## src/rtl/match_pattern_tx_pkg.sv

```systemverilog
// rtl/match_pattern_tx_pkg.sv - shared constants for the pattern transmitter and match_filter
package match_pattern_tx_pkg;

  // Pattern geometry shared with match_filter so both ends agree on length.
  localparam int MF_NUM_WORDS      = 7;
  localparam int MF_CHIPS_PER_WORD = 32;

  // Default magnitude of a chip on the I rail.
  localparam logic [15:0] MF_AMPLITUDE = 16'h4000;

  // Frame state encoding.
  localparam logic [1:0] ST_IDLE     = 2'd0;
  localparam logic [1:0] ST_PREAMBLE = 2'd1;
  localparam logic [1:0] ST_PAYLOAD  = 2'd2;

  // Map a chip bit to a signed sample: 1 -> +amp, 0 -> -amp (two's complement).
  function automatic logic [15:0] chip_level(input logic chip, input logic [15:0] amp);
    return chip ? amp : (~amp + 16'd1);
  endfunction

endpackage

```

## src/rtl/match_pattern_regs.sv

```systemverilog
// rtl/match_pattern_regs.sv - pattern word register file with write lock and chip read port
module match_pattern_regs
  import match_pattern_tx_pkg::*;
#(
  parameter int NUM_WORDS = MF_NUM_WORDS,
  localparam int WW = (NUM_WORDS > 1) ? $clog2(NUM_WORDS) : 1
) (
  input  logic          clk,
  input  logic          reset,
  input  logic [31:0]   cdata,
  input  logic [2:0]    cstate,
  input  logic          cwrite,
  input  logic          lock,
  input  logic [WW-1:0] rd_word,
  input  logic [4:0]    rd_chip,
  output logic          chip
);

  logic [31:0] words [NUM_WORDS];

  // Word write: cstate is 1-based, so 0 and out-of-range addresses match nothing.
  always_ff @(posedge clk or negedge reset) begin
    if (!reset) begin
      for (int w = 0; w < NUM_WORDS; w++) begin
        words[w] <= '0;
      end
    end else if (cwrite && !lock) begin
      for (int w = 0; w < NUM_WORDS; w++) begin
        if (int'(cstate) == w + 1) begin
          words[w] <= cdata;
        end
      end
    end
  end

  // Chip read: chip index 0 is the word MSB, so the bit select is 31 - rd_chip (= ~rd_chip).
  always_comb begin
    chip = 1'b0;
    for (int w = 0; w < NUM_WORDS; w++) begin
      if (int'(rd_word) == w) begin
        chip = words[w][~rd_chip];
      end
    end
  end

endmodule

```

## src/rtl/match_pattern_tx.sv

```systemverilog
// rtl/match_pattern_tx.sv - emits the programmed chip pattern, then forwards payload samples
module match_pattern_tx
  import match_pattern_tx_pkg::*;
#(
  parameter int          NUM_WORDS = MF_NUM_WORDS,
  parameter logic [15:0] AMPLITUDE = MF_AMPLITUDE
) (
  input  logic        clk,
  input  logic        reset,
  input  logic        txstrobe,
  input  logic [31:0] cdata,
  input  logic [2:0]  cstate,
  input  logic        cwrite,
  input  logic        start,
  input  logic [15:0] data_i,
  input  logic [15:0] data_q,
  input  logic        data_last,
  output logic        data_req,
  output logic [15:0] tx_i,
  output logic [15:0] tx_q,
  output logic        busy,
  output logic        preamble_active,
  output logic        done
);

  localparam int NCHIPS = NUM_WORDS * MF_CHIPS_PER_WORD;
  localparam int CW     = $clog2(NCHIPS);
  localparam int WW     = (NUM_WORDS > 1) ? $clog2(NUM_WORDS) : 1;

  logic [1:0]    state;
  logic [CW-1:0] counter;
  logic          chip;
  logic          last_chip;

  // The pattern is locked whenever a frame is in flight.
  match_pattern_regs #(
    .NUM_WORDS (NUM_WORDS)
  ) u_regs (
    .clk     (clk),
    .reset   (reset),
    .cdata   (cdata),
    .cstate  (cstate),
    .cwrite  (cwrite),
    .lock    (state != ST_IDLE),
    .rd_word (WW'(counter >> 5)),
    .rd_chip (counter[4:0]),
    .chip    (chip)
  );

  assign last_chip       = (counter == CW'(NCHIPS - 1));
  assign data_req        = (state == ST_PAYLOAD) && txstrobe;
  assign busy            = (state != ST_IDLE);
  assign preamble_active = (state == ST_PREAMBLE);

  // Frame sequencer: one chip or payload sample per txstrobe, registered onto tx_i/tx_q.
  always_ff @(posedge clk or negedge reset) begin
    if (!reset) begin
      state   <= ST_IDLE;
      counter <= '0;
      tx_i    <= '0;
      tx_q    <= '0;
      done    <= 1'b0;
    end else begin
      done <= 1'b0;
      case (state)
        ST_IDLE: begin
          if (txstrobe) begin
            tx_i <= '0;
            tx_q <= '0;
          end
          if (start) begin
            state   <= ST_PREAMBLE;
            counter <= '0;
          end
        end
        ST_PREAMBLE: begin
          if (txstrobe) begin
            tx_i <= chip_level(chip, AMPLITUDE);
            tx_q <= '0;
            // Counter parks at the terminal chip instead of wrapping; IDLE re-zeroes it.
            if (last_chip) begin
              state <= ST_PAYLOAD;
            end else begin
              counter <= counter + 1'b1;
            end
          end
        end
        ST_PAYLOAD: begin
          if (txstrobe) begin
            tx_i <= data_i;
            tx_q <= data_q;
            if (data_last) begin
              state <= ST_IDLE;
              done  <= 1'b1;
            end
          end
        end
        default: begin
          state <= ST_IDLE;
        end
      endcase
    end
  end

endmodule

```

## config.mk

```make
export PLATFORM = sky130hd
export DESIGN_NAME = match_pattern_tx
export DESIGN_NICKNAME = d
export VERILOG_FILES = /design/src/rtl/match_pattern_tx_pkg.sv /design/src/rtl/match_pattern_regs.sv /design/src/rtl/match_pattern_tx.sv
export SDC_FILE = /design/constraint.sdc
export NUM_CORES = 1
export LEC_CHECK = 0
export CAP_MARGIN = 20
export CORE_MARGIN = 2
export CORE_UTILIZATION = 56
export DETAILED_ROUTE_END_ITERATION = 8
export HOLD_SLACK_MARGIN = 0.15
export PLACE_DENSITY_LB_ADDON = 0.3
export SLEW_MARGIN = 10
export SYNTH_ARGS = -nofsm -noshare
export SYNTH_HDL_FRONTEND = slang
export SYNTH_HIERARCHICAL = 1
export SYNTH_SLANG_ARGS = --single-unit
```

## constraint.sdc

```tcl
create_clock -name clk -period 4.3 [get_ports clk]
set_input_delay 0.43 -clock clk [delete_from_list [all_inputs] [get_ports clk]]
set_output_delay 0.43 -clock clk [all_outputs]
set_load 0.02 [all_outputs]
```

* Yosys cells after proc, flatten, opt, wreduce, memory -nomap -nowiden
Cells that the tools add are included.
Storage, ports and cells: flip-flop bits (word level) 267, bits of input ports 73, output and inout port bits 36, logic and storage cells 101
Operators by class: $add $sub $neg 1, order comparisons 1, eq/ne operators 24, multiplexer cells 41, bitwise operators 1, reductions and logical operators 21
Operators with widths (number):
- $mux 16 | 5
- $pmux 16 s3 | 1
- $bmux 1 s5 | 7
- $pmux 16 s2 | 1
- $eq 3x3->1 const B | 8
- $mux 8 | 3
- $mux 1 | 17
- $pmux 8 s2 | 1
- $reduce_and 2->1 | 7
- $eq 3x2->1 const B | 4
- $ne 2x2->1 const B | 6
- $mux 2 | 5
- $add 8x1->8 const B | 1
- $eq 8x8->1 const B | 1
- $reduce_and 4->1 | 2
- $lt 5x6->1 const B | 1
- $pmux 2 s3 | 1
- $reduce_bool 2->1 | 3
- $not 5->5 | 1
- $reduce_and 5->1 | 1
- $ne 2x1->1 const B | 2
- $eq 3x1->1 const B | 1
- $logic_not 3->1 | 1
- $reduce_and 3->1 | 1
- 7 further kinds | 8

* Logic depth before layout (Yosys ltp)
depth after elaboration 13, depth in mapped cells 12, gate-level depth less buffers 9

* Modules after synthesis
The synthesis kept the hierarchy.
By module, submodules not included:
- match_pattern_regs | instances 1, cells an instance 627, area an instance 10166.0 um2, seq. area each 5605.4 um2
- match_pattern_tx | instances 1, cells an instance 217, area an instance 1960.6 um2, seq. area each 1076.0 um2

* Least setup slack after synthesis
OpenSTA, ideal clock, no wires.
path kind register to register, start register counter[1], end register tx_i[15], library setup time 83 ps, arrival time 2401 ps, data required time 4217 ps, path slack 1816 ps, stages on the path, launching flop included 13, buffers on the path 3, period minus slack after synthesis 2484 ps, cells stage by stage dfrtp_1 buf_2 buf_4 buf_2 mux4_2 a22oi_1 nand4_1 nand2_1 nand4_1 o31a_1 o21ai_0 nand2_1 o21ai_0
On the way: longest elaborated chain between the ends 13, elaborated cells on any way between the ends 25, classes of those cells mux (24); bitwise (1)
Ends and longest elaborated chain:
- from (decl) | RTL line match_pattern_tx.sv:31 | logic [CW-1:0] counter;
- from (signal assigned) | RTL line match_pattern_tx.sv:84 | counter <= counter + 1'b1;
- $not 5->5 (*) | RTL line match_pattern_regs.sv:41 | chip = words[w][~rd_chip];
- $bmux 1 s5 | RTL line match_pattern_regs.sv:41
- $mux 1 (not written as such) | RTL line match_pattern_regs.sv:41
- $mux 1 (6 in a row) | RTL line match_pattern_regs.sv:40 | if (int'(rd_word) == w) begin
- $mux 1 (*) | RTL line match_pattern_regs.sv:40
- named net chip | RTL line match_pattern_tx.sv:32 | logic chip;
- $mux 16 (*) | RTL line match_pattern_tx_pkg.sv:18 | return chip ? amp : (~amp + 16'd1);
- $mux 16 (*) | RTL line match_pattern_tx.sv:77 | if (txstrobe) begin
- $pmux 16 s3 (*) | RTL line match_pattern_tx.sv:65 | case (state)
- to (signal assigned) | RTL line match_pattern_tx.sv:78 | tx_i <= chip_level(chip, AMPLITUDE);
- to (signal assigned) | RTL line match_pattern_tx.sv:90 | tx_i <= data_i;
- to (decl) | RTL line match_pattern_tx.sv:19 | output logic [15:0] tx_i,
Mark *: on every way through the listed nets, which the timed path passes. The rest lies on a longest branch. The select of a mux whose other input is x is not followed. A chain may end at the register's enable or synchronous reset.

* Worst setup path after layout
start register counter[0], end register tx_i[15]
The elaborated chain is that of the path after synthesis.

==> results.py <==
metrics = {
    "clock_network": {
        "cts_tree": "yes",
        "clock_sinks": 267,
        "clk_pin_slew_ns": 0.06,
        "clock_path_buffers": 3,
        "clk_latency_ns": 0.53,
        "root_buffer": "clkbuf_16",
        "htreeDepth": 1,
        "cts_made_buffers": 27,
    },
    "logic_synthesis": {
        "synthTopCellsByArea": "dfrtp_1, mux2_2, mux4_2",
        "async_flop_share_pct": 100,
        "yosys_warnings": 6,
        "seq_area_frac_synth_pct": 55.1,
        "synth_compound_area_share_pct": 3.74,
        "synth_adder_area_share_pct": 0.413,
        "yosys.area_share.simple_pct": 5.44,
        "synth.largest_area_cell": "dfrtp_1",
        "synth_edf_count": 0,
        "synth_flop_cell": "dfrtp_1",
        "post_synth_num_cell_types": 46,
        "syn_nets": 921,
        "synthMuxAreaShare_pct": 33.1,
        "synth_area_sq_um": 12100,
        "synth_xor_area_share_pct": 0.0722,
        "synth.avg_cell_area_sq_um": 14.4,
        "synth-seq-cells": 267,
        "yosysTopAreaCellShare_pct": 55.1,
        "synth_top_family_by_area": "multiplexers",
        "syn_inst": 844,
    },
    "sta": {
        "report.final.slew_viol_count": 0,
        "max_freq_mhz": 318,
        "finalSetupViolCount": 0,
        "fin_setup_tns_ns": 0,
        "rsz0062_at_grt": "false",
        "final.min_clock_period_ns": 3.14,
        "fin_skew_ns": 0.00798,
        "timing.slew.headroom_pct": 42.6,
        "fin_crit_sh_pct": 73.0,
        "worst_pin_slew_ns": 0.861,
        "hold_violations": 0,
    },
    "min_path": {
        "hold_path_end": "tx_q[5]",
        "hold_path_class": "primary input to register",
        "hold_depth": 3,
        "min_from": "data_q[5]",
    },
    "detailed_routing": {
        "vias": 7607,
        "drt_wl_total_mm": 26.9,
        "drc_errors": 0,
        "wl_per_cell_um": 21.7,
        "drt_iter0_drc": 630,
        "ant_nets": 0,
        "drtPass1Iterations": 4,
        "vias_per_cell": 6.13,
    },
    "setup_path": {
        "r2r_cells": 10,
        "crit_type": "register to register",
        "cp.arrival_ns": 3.59,
        "worstPathMaxFanout": 43,
        "startpoint_type": "register",
        "cp.required_ns": 4.75,
        "worstReg2RegEnd": "tx_i[15]",
        "crit_path_end_kind": "register",
        "worst_r2r_startpoint": "counter[0]",
        "ff2ff_setup_slack_ns": 1.16,
    },
    "power_and_ir_drop": {
        "seq_power_share_pct": 43.1,
        "leakagePower_uw": 0.00609,
        "power.density_nw_per_um2": 729,
        "ir_drop_uv": 379,
        "power_frac_comb_pct": 34.8,
        "p_switching_uw": 3300,
        "pwr-share-clk_pct": 22.2,
        "internal_power_uw": 7200,
        "sw_frac_of_total_pct": 31.4,
        "power.total_uw": 10500,
    },
    "grt": {
        "grt_pass1_vias": 7644,
        "grt_max_degree": 121,
        "grtUsageTotal_pct": 24.2,
        "overflow": 0,
        "grt_antenna_before_repair": 0,
        "grt_pass1_wl_mm": 42.8,
    },
    "floorplan": {
        "die_h_um": 151,
        "rows": 53,
        "dieArea_sq_um": 22800,
        "start_util_pct": 57.3,
        "die_x_um": 151,
        "ioPinCount": 109,
        "coreArea_sq_um": 21200,
    },
    "cells_and_area": {
        "syn_to_final_growth_pct": 18.8,
        "drive_gt1_share_pct": 36.9,
        "nFillCells": 1464,
        "n_antenna_cell": 0,
        "nNetsFinal": 1023,
        "finalNonFillerCells": 1241,
    },
    "placed_design": {
        "dp_hpwl_mm": 17.2,
        "placed_cells": 1189,
        "gp_congestion": 0.815,
        "numPortBuffers": 108,
    },
    "job": {
        "cap_violations": 0,
    },
    "run_status": {
        "status": "complete, no violations",
    },
}
-- power groups by stage --
stage          combinational (uW)  clock [uW]  sequential [uW]
4_1_cts                      3620        2360             4520
6_report                     3650        2330             4520
2_1_floorplan                2690           0             4270
3_5_place_dp                 3600           0             4550
5_1_grt                      3910        2480             4670
3_3_place_gp                 3480           0             4500
-- cells by family (layout without fill, tap and decap cells) --
family / count (synthesis) / after routing
AO/OA/AOI/OAI: 72 / 72
XOR/XNOR: 1 / 1
adder cells (fa/ha/maj): 4 / 4
buffers and inverters: 58 / 180
flip-flops: 267 / 267
multiplexers: 302 / 302
AND/OR/NAND/NOR: 140 / 140
-- worst max-delay path, stage by stage, from the launching register on --
cell and delay, ns:
dfrtp_4 0.98, buf_4 0.34, mux4_2 0.52, mux2i_1 0.22, a221oi_1 0.13, nand2_1 0.10, nand4_1 0.09, o31a_1 0.26
o21ai_0 0.18, nand2_1 0.09, o21ai_0 0.15
-- how the worst max path moves through the flow --
stage,end,from,slack (ns),cells past startpoint
after floorplan,tx_i[15],counter[1],1.82,12
after global placement,tx_i[15],counter[0],1.27,10
after detailed placement,tx_i[15],counter[0],1.16,10
after CTS,tx_i[15],counter[0],1.13,10
after global routing,tx_i[15],counter[0],0.87,10
final,tx_i[15],counter[0],1.16,10
-- sequential cells by signal, indices dropped and copies added, names as in the netlist --
signal        flops
counter           8
done              1
state             2
tx_i             16
tx_q             16
u_regs/words    224
-- layout by cell type (no fill, tap or decap), types with 4 or more instances in the layout --
cell | netlist | layout
ha_1 | 4 | 4
nor2b_1 | 6 | 6
clkbuf_16 | 0 | 27
clkbuf_8 | 1 | 9
nand2_1 | 85 | 85
o21ai_0 | 40 | 40
a31oi_1 | 5 | 5
clkinv_2 | 0 | 6
buf_4 | 4 | 12
clkbuf_1 | 26 | 5
mux4_2 | 57 | 57
mux2i_1 | 20 | 20
inv_1 | 6 | 6
nand3_1 | 14 | 14
clkdlybuf4s50_1 | 0 | 107
nand4_1 | 7 | 7
mux2_2 | 224 | 224
dfrtp_1 | 267 | 264
nand3b_1 | 6 | 6
-- stage by stage --
stage / cell area (sq um) / util [%] / hold slack, ns / setup WS, ns
finish: 14400 / 68.1 / 0.461 / 1.16
global placement: 13500 / 63.7 / 0.462 / 1.27
CTS: 14400 / 68.0 / 0.444 / 1.13
floorplan: 12100 / - / 0.134 / 1.82
detailed placement: 13500 / 63.7 / 0.474 / 1.16
global route: 14400 / 68.1 / 0.470 / 0.875
-- cells in the mapped netlist, types with 3 or more instances --
cell	instances
and3_1	3
nor2b_1	6
nand2_1	85
buf_2	11
nand3_1	14
mux2i_1	20
mux4_2	57
o211ai_1	3
a31oi_1	5
nor2_1	4
nand3b_1	6
nor3b_1	3
buf_4	4
a22oi_1	3
nand4_1	7
inv_1	6
o221a_2	3
dfrtp_1	267
mux2_2	224
ha_1	4
clkbuf_1	26
buf_1	10
o21ai_0	40
a41oi_1	3
-- routing by layer --
layer	GRT usage, %	part of all wire [%]
met5	0	0
met4	5.37	1.5
met3	3.64	6.3
met2	37.3	46
met1	37.1	46
-- final cells by class --
cell class / instances / area, sq um / area share [%]
multi-input combinational: 519 / 5210 / 36.2
inverter: 6 / 22.5 / 0.156
timing repair buffer: 125 / 1250 / 8.69
clock buffer: 41 / 818 / 5.68
clock inverter: 8 / 68.8 / 0.478
sequential: 267 / 6690 / 46.4
tap: 275 / 344 / 2.39
-- what timing repair did --
action	in CTS	in global routing
resized for setup	0	0
endpoints found under the hold margin	104	0
buffers inserted	0	0
hold buffers	1	0
No activity file was read; power rests on OpenSTA's default activity.
